`config.mk`:
```
export PLATFORM = sky130hd
export DESIGN_NAME = instr_fetch_unit
export DESIGN_NICKNAME = d
export VERILOG_FILES = /design/src/rtl/instr_fetch_unit.sv
export SDC_FILE = /design/constraint.sdc
export NUM_CORES = 1
export LEC_CHECK = 0
export BUFFER_PORTS_ARGS = -buffer_cell sky130_fd_sc_hd__buf_2
export CORE_MARGIN = 2
export CORE_UTILIZATION = 30
export CTS_CLUSTER_DIAMETER = 100
export CTS_CLUSTER_SIZE = 30
export DETAILED_ROUTE_END_ITERATION = 10
export GPL_ROUTABILITY_DRIVEN = 1
export MAX_ROUTING_LAYER = met4
export REMOVE_ABC_BUFFERS = 1
export SYNTH_ARGS = -nofsm -noshare
export SYNTH_HDL_FRONTEND = slang
export SYNTH_SLANG_ARGS = --single-unit
```
`constraint.sdc`:
```
create_clock -name i_clk -period 10.1 [get_ports i_clk]
set_clock_uncertainty 0.1 [all_clocks]
set_input_delay 2.02 -clock i_clk [delete_from_list [all_inputs] [get_ports i_clk]]
set_output_delay 2.02 -clock i_clk [all_outputs]
set_load 0.02 [all_outputs]
```
`src/rtl/instr_fetch_unit.sv`:
```
// instr_fetch_unit: sequential PC fetch with in-order memory requests, response FIFO and branch redirect
module instr_fetch_unit #(
  parameter int DEPTH = 4
) (
  input  logic        i_clk,
  input  logic        i_rst,
  input  logic        i_32b_mode,
  input  logic        i_redirect,
  input  logic [63:0] i_redirect_addr,
  output logic        o_mem_req_valid,
  input  logic        i_mem_req_ready,
  output logic [63:0] o_mem_req_addr,
  input  logic        i_mem_rsp_valid,
  input  logic [31:0] i_mem_rsp_data,
  input  logic        i_mem_rsp_err,
  output logic        o_instr_valid,
  output logic [31:0] o_instr,
  output logic [63:0] o_instr_addr,
  output logic        o_instr_fault,
  input  logic        i_instr_ready,
  output logic        o_stall,
  output logic        err_rsp_unexpected
);
  localparam int PW = $clog2(DEPTH);
  localparam int CW = PW + 1;
  typedef enum logic [1:0] {BOOT, RUN, DRAIN, FAULT} state_t;
  state_t state, state_n;
  logic [63:0] fetch_pc, fetch_pc_n, rsp_pc, rsp_pc_n, tgt;
  logic [CW-1:0] count, count_n, outst, outst_n, discard, discard_n;
  logic [PW-1:0] rd_ptr, wr_ptr;
  logic [31:0] mem_d [DEPTH];
  logic [63:0] mem_a [DEPTH];
  logic mem_f [DEPTH];
  logic accept, rsp_ok, push, pop, unexp;
  function automatic logic [63:0] msk(input logic [63:0] x, input logic m);
    return m ? {32'h0, x[31:0]} : x;
  endfunction
  assign tgt = msk(i_redirect_addr & ~64'h3, i_32b_mode);
  assign o_mem_req_valid = (state == RUN) && ({1'b0, count} + {1'b0, outst} < (CW+1)'(DEPTH));
  assign o_mem_req_addr = msk(fetch_pc, i_32b_mode);
  assign accept = o_mem_req_valid & i_mem_req_ready;
  assign unexp = i_mem_rsp_valid && (outst == '0);
  assign rsp_ok = i_mem_rsp_valid && (outst != '0);
  assign push = rsp_ok && (state == RUN) && !i_redirect;
  assign pop = o_instr_valid && i_instr_ready && !i_redirect;
  assign o_instr_valid = count != '0;
  assign o_stall = ~o_instr_valid;
  assign o_instr = o_instr_valid ? mem_d[rd_ptr] : '0;
  assign o_instr_addr = o_instr_valid ? mem_a[rd_ptr] : '0;
  assign o_instr_fault = o_instr_valid && mem_f[rd_ptr];
  assign outst_n = outst + CW'(accept) - CW'(rsp_ok);
  assign count_n = i_redirect ? '0 : count + CW'(push) - CW'(pop);
  assign fetch_pc_n = i_redirect ? tgt : accept ? msk(fetch_pc + 64'd4, i_32b_mode) : fetch_pc;
  assign rsp_pc_n = i_redirect ? tgt : push ? msk(rsp_pc + 64'd4, i_32b_mode) : rsp_pc;
  always_comb begin
    state_n = state;
    discard_n = discard;
    if (i_redirect) begin
      discard_n = outst_n;
      state_n = (outst_n != '0) ? DRAIN : RUN;
    end else if (state == BOOT) begin
      state_n = RUN;
    end else if (push && i_mem_rsp_err) begin
      discard_n = outst_n;
      state_n = FAULT;
    end else if (rsp_ok && state != RUN) begin
      discard_n = discard - CW'(discard != '0);
      state_n = (state == DRAIN && discard == CW'(1)) ? RUN : state;
    end
  end
  always_ff @(posedge i_clk or posedge i_rst) begin
    if (i_rst) begin
      state <= BOOT;
      fetch_pc <= '0;
      rsp_pc <= '0;
      count <= '0;
      outst <= '0;
      discard <= '0;
      rd_ptr <= '0;
      wr_ptr <= '0;
      err_rsp_unexpected <= 1'b0;
    end else begin
      state <= state_n;
      fetch_pc <= fetch_pc_n;
      rsp_pc <= rsp_pc_n;
      count <= count_n;
      outst <= outst_n;
      discard <= discard_n;
      rd_ptr <= i_redirect ? '0 : rd_ptr + PW'(pop);
      wr_ptr <= i_redirect ? '0 : wr_ptr + PW'(push);
      err_rsp_unexpected <= unexp;
    end
  end
  always_ff @(posedge i_clk) begin
    if (push) begin
      mem_d[wr_ptr] <= i_mem_rsp_data;
      mem_a[wr_ptr] <= rsp_pc;
      mem_f[wr_ptr] <= i_mem_rsp_err;
    end
  end
endmodule

```
==> flow_metrics.env, run 1 <==
export IMPL_worstPathRequired_ns=7.98
export IMPL_antenna_left=0
export IMPL_max_freq_mhz=185
export IMPL_antenna_found_initial=16
export IMPL_crit_type="reg2out"
export IMPL_path_clk_slew_ns=0.12
export IMPL_p_leak_nw=9.41
export IMPL_die_x_um=285
export IMPL_slowest_delay_ns=0.91
export IMPL_synth_warnings=0
export IMPL_wl_per_cell_um=22.6
export IMPL_dieArea_um2=81100
export IMPL_post_dp_hpwl_um=44700
export IMPL_outcome="completed"
export IMPL_holdWs_ns=0.450
export IMPL_routabilityCongestion=0.864
export IMPL_internal_power_mw=3.38
export IMPL_setup_violations=0
export IMPL_r2r_end="state[1]"
export IMPL_path_delay_family="flip-flops"
export IMPL_pwr_share_seq=0.523
export IMPL_slew_headroom=0.216
export IMPL_ys_types=71
export IMPL_track_usage=0.163
export IMPL_hold_path_depth=1
export IMPL_r2r_start="count[2]"
export IMPL_layout_common_cells="edfxtp_1, buf_2, dfrtp_1"
export IMPL_finalCritPeriodShare=0.534
export IMPL_routed_via_density=5.16
export IMPL_grt_pass1_wl_um=97600
export IMPL_start_util=0.304
export IMPL_wl_um=66000
export IMPL_fin_nets=1976
export IMPL_ir_drop_v=0.0000998
export IMPL_synth_ff_type="edfxtp_1"
export IMPL_std_cell_rows=102
export IMPL_area_growth_pct=12.2
export IMPL_cts_htree_levels=1
export IMPL_io_buffers=262
export IMPL_max_cap_violations=0
export IMPL_fillCellCount=7577
export IMPL_worstPathCellList="buf_4 > mux4_2 > and2_1 > buf_2"
export IMPL_netlist_area_um2=23700
export IMPL_layout_commonest_cell="edfxtp_1"
export IMPL_syn_inst=1670
export IMPL_crit_fanout=36
export IMPL_async_flop_share=0.269
export IMPL_clkSinkCount=520
export IMPL_hold_start="state[0]"
export IMPL_vias=15090
export IMPL_grt_overflow=0
export IMPL_grt_max_degree=82
export IMPL_cts_setup_buffers=0
export IMPL_cellPowerDensity_nw_per_um2=192
export IMPL_min_period_ns=5.40
export IMPL_startpoint_type="flop"
export IMPL_worstPathArrival_ns=3.28
export IMPL_cts_buffers=21
export IMPL_seqCellArea_um2=14900
export IMPL_core_um2=77700
export IMPL_switchingPower_mw=1.72
export IMPL_power_frac_comb=0.269
export IMPL_setup_tns_ns=0
export IMPL_clkPwrFrac=0.208
export IMPL_hold_buffers=0
export IMPL_drt_iter0_drc=1291
export IMPL_rrSetupSlack_ns=6.26
export IMPL_cts_resized=0
export IMPL_hold_viol=0
export IMPL_ys_seq_elements=520
export IMPL_path_buf_inv=2
export IMPL_rsz0062_at_grt="no"
export IMPL_die_h_um=285
export IMPL_drtPass1Iterations=5
export IMPL_grt_pass1_vias=15104
export IMPL_cp_end_kind="output port"
export IMPL_root_buffer="clkbuf_16"
export IMPL_critPathSlowestCell="dfrtp_4"
export IMPL_placed_area_um2=25900
export IMPL_drive_gt1_frac=0.253
export IMPL_worstMarginPinSlew_ns=1.17
export IMPL_clockBufferDepth=3
export IMPL_fin_cells=2925
export IMPL_yosysSeqAreaShare=0.630
export IMPL_multi_input_area_um2=8080
export IMPL_reg2reg_depth=13
export IMPL_syn_avg_cell_area_um2=14.2
export IMPL_ios=269
export IMPL_synth_edf_count=380
export IMPL_finish_utilization=0.342
export IMPL_cts_tree="yes"
export IMPL_hold_path_class="reg2reg"
export IMPL_p_sw_frac=0.337
export IMPL_hold_end="state[0]"
export IMPL_design_area_um2=26500
export IMPL_place_inst=2875
export IMPL_slew_violations=0
export IMPL_drc=0
export IMPL_clk_latency_ns=0.59
-- layout make-up --
class | instances | area share
sequential | 520 | 0.562
multi-input combinational | 1003 | 0.304
timing repair buffer | 288 | 0.0568
tap | 1040 | 0.0490
clock buffer | 35 | 0.0218
inverter | 24 | 0.00363
antenna | 13 | 0.00123
clock inverter | 2 | 0.000943
-- logic make-up (layout without fill, tap and decap cells) --
| group | count (synthesis) | in the layout | share of synthesized area |
|---|---|---|---|
| AO/OA/AOI/OAI | 168 | 168 | 0.0469 |
| XOR/XNOR | 65 | 65 | 0.0241 |
| adder cells (fa/ha/maj) | 14 | 14 | 0.00804 |
| buffers and inverters | 150 | 349 | 0.0302 |
| flip-flops | 520 | 520 | 0.630 |
| multiplexers | 167 | 167 | 0.123 |
| other | 1 | 17 | 0.000158 |
| AND/OR/NAND/NOR | 585 | 585 | 0.137 |
-- stage by stage --
stage          worst slack, ns  power (mW)
2_1_floorplan           -0.810        3.54
3_3_place_gp              4.80        4.07
4_1_cts                   4.55        5.16
3_5_place_dp              4.81        4.11
5_1_grt                   4.44        5.35
6_report                  4.70        5.10
-- Yosys cell counts, types with 4 or more instances --
| library cell | n | area share |
|---|---|---|
| a32oi_1 | 8 | 0.0030 |
| nand4_1 | 50 | 0.013 |
| inv_1 | 22 | 0.0035 |
| mux2i_1 | 29 | 0.012 |
| nand2_1 | 109 | 0.017 |
| nor2_1 | 80 | 0.013 |
| buf_1 | 6 | 0.00095 |
| a21boi_0 | 4 | 0.0013 |
| a22oi_1 | 26 | 0.0082 |
| and2_1 | 103 | 0.027 |
| a211oi_1 | 4 | 0.0013 |
| edfxtp_1 | 380 | 0.48 |
| o211ai_1 | 15 | 0.0048 |
| dfrtp_1 | 140 | 0.15 |
| a21oi_1 | 34 | 0.0072 |
| mux4_2 | 95 | 0.090 |
| ha_1 | 12 | 0.0063 |
| xnor2_1 | 37 | 0.014 |
| buf_2 | 10 | 0.0021 |
| and4_1 | 24 | 0.0089 |
| xor2_1 | 28 | 0.010 |
| nor3_1 | 31 | 0.0066 |
| or4_1 | 8 | 0.0025 |
| nor2b_1 | 37 | 0.0098 |
| or3_1 | 11 | 0.0029 |
| o21ai_0 | 39 | 0.0082 |
| mux2_2 | 43 | 0.020 |
| nand3_1 | 66 | 0.014 |
| and3_1 | 27 | 0.0071 |
| a31oi_1 | 6 | 0.0016 |
| buf_4 | 35 | 0.011 |
| nor4_1 | 20 | 0.0053 |
| clkbuf_1 | 74 | 0.012 |
-- per-layer routing --
metal  track usage  vias up  share of wire
met1         0.202     7828           0.41
met4        0.0466        0          0.026
met3        0.0374       86          0.069
met5             -        -              0
li1              -     6716              -
met2         0.267      460           0.49
-- worst reg2reg max path, cell delays in order (launching register included) --
cell,delay (ns)
dfrtp_1,0.43
ha_1,0.31
nor3_1,0.23
and4_1,0.23
buf_4,0.33
inv_2,0.40
ha_1,0.42
inv_1,0.06
ha_1,0.13
inv_1,0.05
fa_1,0.37
xnor2_1,0.19
o31ai_1,0.31
nand3_1,0.12
-- how the worst max path moves through the flow --
stage	start	endpoint	cells past startpoint
2_1_floorplan	i_mem_rsp_valid	mem_a[1][10]	4
3_3_place_gp	i_32b_mode	o_mem_req_addr[33]	4
3_5_place_dp	i_32b_mode	o_mem_req_addr[32]	4
4_1_cts	rd_ptr[0]	o_instr_addr[25]	4
5_1_grt	rd_ptr[0]	o_instr_addr[25]	4
6_report	rd_ptr[0]	o_instr_fault	4
-- flip-flops by register name, indices dropped and copies added, names as in the netlist --
register            count
discard                 3
wr_ptr                  2
mem_d                 128
state                   2
mem_a                 248
err_rsp_unexpected      1
fetch_pc               62
outst                   3
count                   3
rsp_pc                 62
rd_ptr                  2
mem_f                   4
-- power groups by stage --
stage / logic, mW / registers [mW] / clock network [mW]
final: 1.37 / 2.67 / 1.06
after global routing: 1.49 / 2.69 / 1.17
after CTS: 1.40 / 2.66 / 1.10
after detailed placement: 1.40 / 2.71 / 0
after global placement: 1.37 / 2.70 / 0
after floorplan: 0.859 / 2.69 / 0
(Power assumes the default switching activity.)
==> inputs of run 2 (changes only) <==
==> constraint.sdc (replaced) <==
create_clock -name i_clk -period 4.54 [get_ports i_clk]
set_clock_uncertainty 0.1 [all_clocks]
set_input_delay 0.908 -clock i_clk [delete_from_list [all_inputs] [get_ports i_clk]]
set_output_delay 0.908 -clock i_clk [all_outputs]
set_load 0.02 [all_outputs]
==> run 2 against run 1 <==
Compared with the run above:
- sequential power increased by 120%
- wire length is 1.5% higher
- hold slack lost 0.14 ns
- count of clock-buffer cells in the layout is 1 lower
- non-clock buffer count increased by 14
- power grew 130%
- core utilization increased by 0.42 points
- sequential cell count unchanged
- setup slack got worse by 3.8 ns
- cell count rose by 0.68%
- critical endpoint is now o_instr_addr[45]
==> flow_metrics.env, run 2 (synthesis gave the netlist of run 1 again) <==
export IMPL_switchingPower_mw=3.93
export IMPL_met3_usage=0.0301
export IMPL_regMostFlops="mem_a"
export IMPL_root_buffer="clkbuf_16"
export IMPL_crit_type="reg2out"
export IMPL_grt_pass1_vias=15402
export IMPL_fin_cells=2945
export IMPL_path_clk_slew_ns=0.11
export IMPL_power_frac_comb=0.269
export IMPL_drc=0
export IMPL_cp_end_kind="output port"
export IMPL_clockBufferDepth=3
export IMPL_worstMarginPinSlew_ns=1.02
export IMPL_cts_resized=0
export IMPL_rsz0062_at_grt="no"
export IMPL_min_period_ns=3.66
export IMPL_area_growth_pct=13.6
export IMPL_p_total_mw=11.6
export IMPL_drive_gt1_frac=0.263
export IMPL_hold_path_class="in2async"
export IMPL_grt_util_met2=0.269
export IMPL_cts_buffers=23
export IMPL_max_freq_mhz=273
export IMPL_worstPathRequired_ns=3.53
export IMPL_std_cell_rows=102
export IMPL_layout_commonest_cell="edfxtp_1"
export IMPL_internal_power_mw=7.67
export IMPL_holdWs_ns=0.313
export IMPL_p_sw_frac=0.339
export IMPL_worstPathArrival_ns=2.65
export IMPL_pwr_share_seq=0.509
export IMPL_routed_via_density=5.12
export IMPL_hold_viol=0
export IMPL_fin_nets=1992
export IMPL_routabilityCongestion=0.860
export IMPL_finalCritPeriodShare=0.806
export IMPL_cts_tree="yes"
export IMPL_dieArea_um2=81100
export IMPL_setup_tns_ns=0
export IMPL_outcome="completed"
export IMPL_clkSinkCount=520
export IMPL_start_util=0.304
export IMPL_clkPwrFrac=0.223
export IMPL_clk_latency_ns=0.60
export IMPL_max_cap_violations=0
export IMPL_crit_fanout=43
export IMPL_hold_buffers=0
export IMPL_grt_busiest_layer="met2"
export IMPL_slew_violations=0
export IMPL_ios=269
export IMPL_finish_utilization=0.346
export IMPL_grt_max_degree=92
export IMPL_post_dp_hpwl_um=46100
export IMPL_vias=15090
export IMPL_largest_register_ffs=248
export IMPL_antenna_left=0
export IMPL_slew_headroom=0.320
export IMPL_worst_slack_ns=0.882
export IMPL_cts_setup_buffers=0
export IMPL_die_x_um=285
export IMPL_antenna_found_initial=18
export IMPL_setup_violations=0
export IMPL_drt_iter0_drc=1232
export IMPL_grt_overflow=0
export IMPL_wl_per_cell_um=22.8
export IMPL_design_area_um2=26900
export IMPL_place_inst=2889
export IMPL_fillCellCount=7522
export IMPL_use_met1=0.211
export IMPL_place_ws_ns=1.19
export IMPL_io_buffers=262
export IMPL_placed_area_um2=26100
export IMPL_layout_common_cells="edfxtp_1, buf_2, dfrtp_1"
export IMPL_track_usage=0.166
export IMPL_grt_pass1_wl_um=99300
export IMPL_cellPowerDensity_nw_per_um2=432
export IMPL_p_leak_nw=9.57
export IMPL_ir_drop_v=0.000244
export IMPL_startpoint_type="flop"
export IMPL_core_um2=77700
export IMPL_drtPass1Iterations=5
export IMPL_wl_um=67000
export IMPL_die_h_um=285
export IMPL_cts_htree_levels=1
export IMPL_top_regs="mem_a: 248 flops, mem_d: 128 flops"
-- run 2: power groups by stage --
stage	clock network (mW)	registers, mW	logic [mW]
floorplan	0	5.98	1.91
global placement	0	5.97	3.14
detailed placement	0	6.00	3.18
CTS	2.69	5.89	3.19
global route	2.84	5.95	3.37
finish	2.58	5.90	3.12
-- run 2: per-layer routing --
| metal | part of all wire | up-vias |
|---|---|---|
| met3 | 0.072 | 103 |
| li1 | - | 6762 |
| met2 | 0.48 | 491 |
| met4 | 0.033 | 0 |
| met5 | 0 | - |
| met1 | 0.41 | 7734 |
-- run 2: worst paths after layout --
path,from,end,slack (ns),cells after the start
worst max-delay path,rd_ptr[1],o_instr_addr[45],0.88,4
worst min-delay path,i_rst,fetch_pc[12],0.31,2
worst max register to register,count[2],state[1],1.24,13
worst min register to register,state[0],state[0],0.45,1
max in group asynchronous,i_rst,fetch_pc[59],3.10,3
min in group i_clk,i_mem_rsp_data[23],mem_d[0][23],0.42,1
-- run 2: final cells by class --
class,instances,area (µm²),share of cell area
well taps,1040,1300,0.0484
clock inverters,8,98.8,0.00368
flip-flops and latches,520,14900,0.555
inverters,24,96.3,0.00359
diodes,14,35.0,0.00130
clock buffers,34,627,0.0233
repair buffers,302,1710,0.0637
multi-input cells,1003,8080,0.301
-- run 2: critical path, stage by stage (launching register included) --
cell	delay, ns
dfrtp_4	0.90
buf_4	0.41
mux4_2	0.35
and2_1	0.19
buf_2	0.16
==> inputs of run 3 (changes only) <==
==> constraint.sdc (replaced) <==
create_clock -name i_clk -period 3.6 [get_ports i_clk]
set_clock_uncertainty 0.1 [all_clocks]
set_input_delay 0.72 -clock i_clk [delete_from_list [all_inputs] [get_ports i_clk]]
set_output_delay 0.72 -clock i_clk [all_outputs]
set_load 0.02 [all_outputs]
==> run 3 against run 2 <==
Compared with the run above:
- cell count grew 0.14%
- critical path depth is the same
- non-clock buffer count up 10
- largest cell class unchanged
==> flow_metrics.env, run 3 (synthesis gave the netlist of run 1 again) <==
export IMPL_crit_type="reg2out"
export IMPL_clk_latency_ns=0.61
export IMPL_drtPass1Iterations=5
export IMPL_holdWs_ns=0.130
export IMPL_p_sw_frac=0.335
export IMPL_cellPowerDensity_nw_per_um2=534
export IMPL_track_usage=0.164
export IMPL_cts_tree="yes"
export IMPL_antenna_found_initial=18
export IMPL_clkSinkCount=520
export IMPL_cts_resized=0
export IMPL_grt_overflow=0
export IMPL_ir_drop_v=0.000328
export IMPL_setup_tns_ns=0
export IMPL_wl_per_cell_um=22.5
export IMPL_start_util=0.304
export IMPL_routed_via_density=5.13
export IMPL_root_buffer="clkbuf_16"
export IMPL_min_period_ns=3.38
export IMPL_rsz0062_at_grt="no"
export IMPL_hold_path_class="in2async"
export IMPL_startpoint_type="flop"
export IMPL_cts_setup_buffers=0
export IMPL_power_frac_comb=0.272
export IMPL_pwr_share_seq=0.518
export IMPL_setup_violations=0
export IMPL_grt_max_degree=81
export IMPL_die_h_um=285
export IMPL_dieArea_um2=81100
export IMPL_core_um2=77700
export IMPL_switchingPower_mw=4.81
export IMPL_worstPathRequired_ns=2.78
export IMPL_area_growth_pct=13.6
export IMPL_layout_common_cells="edfxtp_1, buf_2, dfrtp_1"
export IMPL_max_freq_mhz=296
export IMPL_std_cell_rows=102
export IMPL_hold_buffers=0
export IMPL_routabilityCongestion=0.860
export IMPL_layout_commonest_cell="edfxtp_1"
export IMPL_largest_register_ffs=248
export IMPL_io_buffers=262
export IMPL_finish_utilization=0.346
export IMPL_startpoint="count[1]"
export IMPL_worstPathArrival_ns=2.56
export IMPL_outcome="completed"
export IMPL_wl_um=66400
export IMPL_hold_viol=0
export IMPL_finalCritPeriodShare=0.939
export IMPL_ios=269
export IMPL_slew_headroom=0.407
export IMPL_grt_pass1_wl_um=97800
export IMPL_max_cap_violations=0
export IMPL_clkPwrFrac=0.211
export IMPL_internal_power_mw=9.54
export IMPL_r2r_start="state[1]"
export IMPL_drt_iter0_drc=1034
export IMPL_vias=15137
export IMPL_post_dp_hpwl_um=46000
export IMPL_crit_fanout=63
export IMPL_drive_gt1_frac=0.263
export IMPL_cts_htree_levels=1
export IMPL_grt_pass1_vias=15196
export IMPL_worstMarginPinSlew_ns=0.890
export IMPL_fin_nets=2000
export IMPL_die_x_um=285
export IMPL_clockBufferDepth=3
export IMPL_top_regs="mem_a: 248 flops, mem_d: 128 flops"
export IMPL_rrSetupSlack_ns=0.61
export IMPL_antenna_left=0
export IMPL_slew_violations=0
export IMPL_p_leak_nw=9.58
export IMPL_worst_slack_ns=0.221
export IMPL_place_ws_ns=0.458
export IMPL_regMostFlops="mem_a"
export IMPL_path_clk_slew_ns=0.12
export IMPL_drc=0
export IMPL_cp_end_kind="output port"
export IMPL_cts_buffers=21
==> run 3: power by group through the flow <==
stage	logic (mW)	registers [mW]	clock network, mW
floorplan	2.41	7.54	0
global placement	3.93	7.51	0
detailed placement	3.99	7.55	0
CTS	4.02	7.42	3.13
global route	4.25	7.49	3.30
finish	3.90	7.43	3.02
==> run 3: per-stage QoR <==
stage	total power [mW]	instances	area, µm²
6_report	14.4	2949	26900
5_1_grt	15.0	2949	26900
4_1_cts	14.6	2937	26900
3_5_place_dp	11.5	2899	26300
3_3_place_gp	11.4	2899	26300
2_1_floorplan	9.94	1547	23100
==> run 3: worst paths after layout <==
check | cells past startpoint | endpoint
worst max register to register | 11 | count[2]
worst min-delay path | 2 | rsp_pc[14]
min in group i_clk | 1 | mem_d[3][7]
worst max-delay path | 4 | o_instr[8]
worst min register to register | 1 | state[0]
max in group asynchronous | 3 | fetch_pc[9]
==> run 3: layout make-up <==
type	instances	area, µm²
clock inverters	3	31.3
diodes	12	30.0
multi-input cells	1003	8080
well taps	1040	1300
repair buffers	312	1850
clock buffers	35	578
flip-flops and latches	520	14900
fillers	7596	50800
inverters	24	96.3
==> run 3: worst max-delay path, stage by stage (launching register included) <==
cell and delay (ns):
dfrtp_1 0.46, or3_4 0.39, buf_4 0.56, and2_1 0.26, buf_2 0.18
==> run 3: routing by layer <==
layer,vias to the layer above,GRT usage,share of wire
met2,510,0.266,0.49
met3,100,0.0373,0.079
met4,0,0.0471,0.028
met5,-,-,0
met1,7759,0.205,0.41
li1,6768,-,-
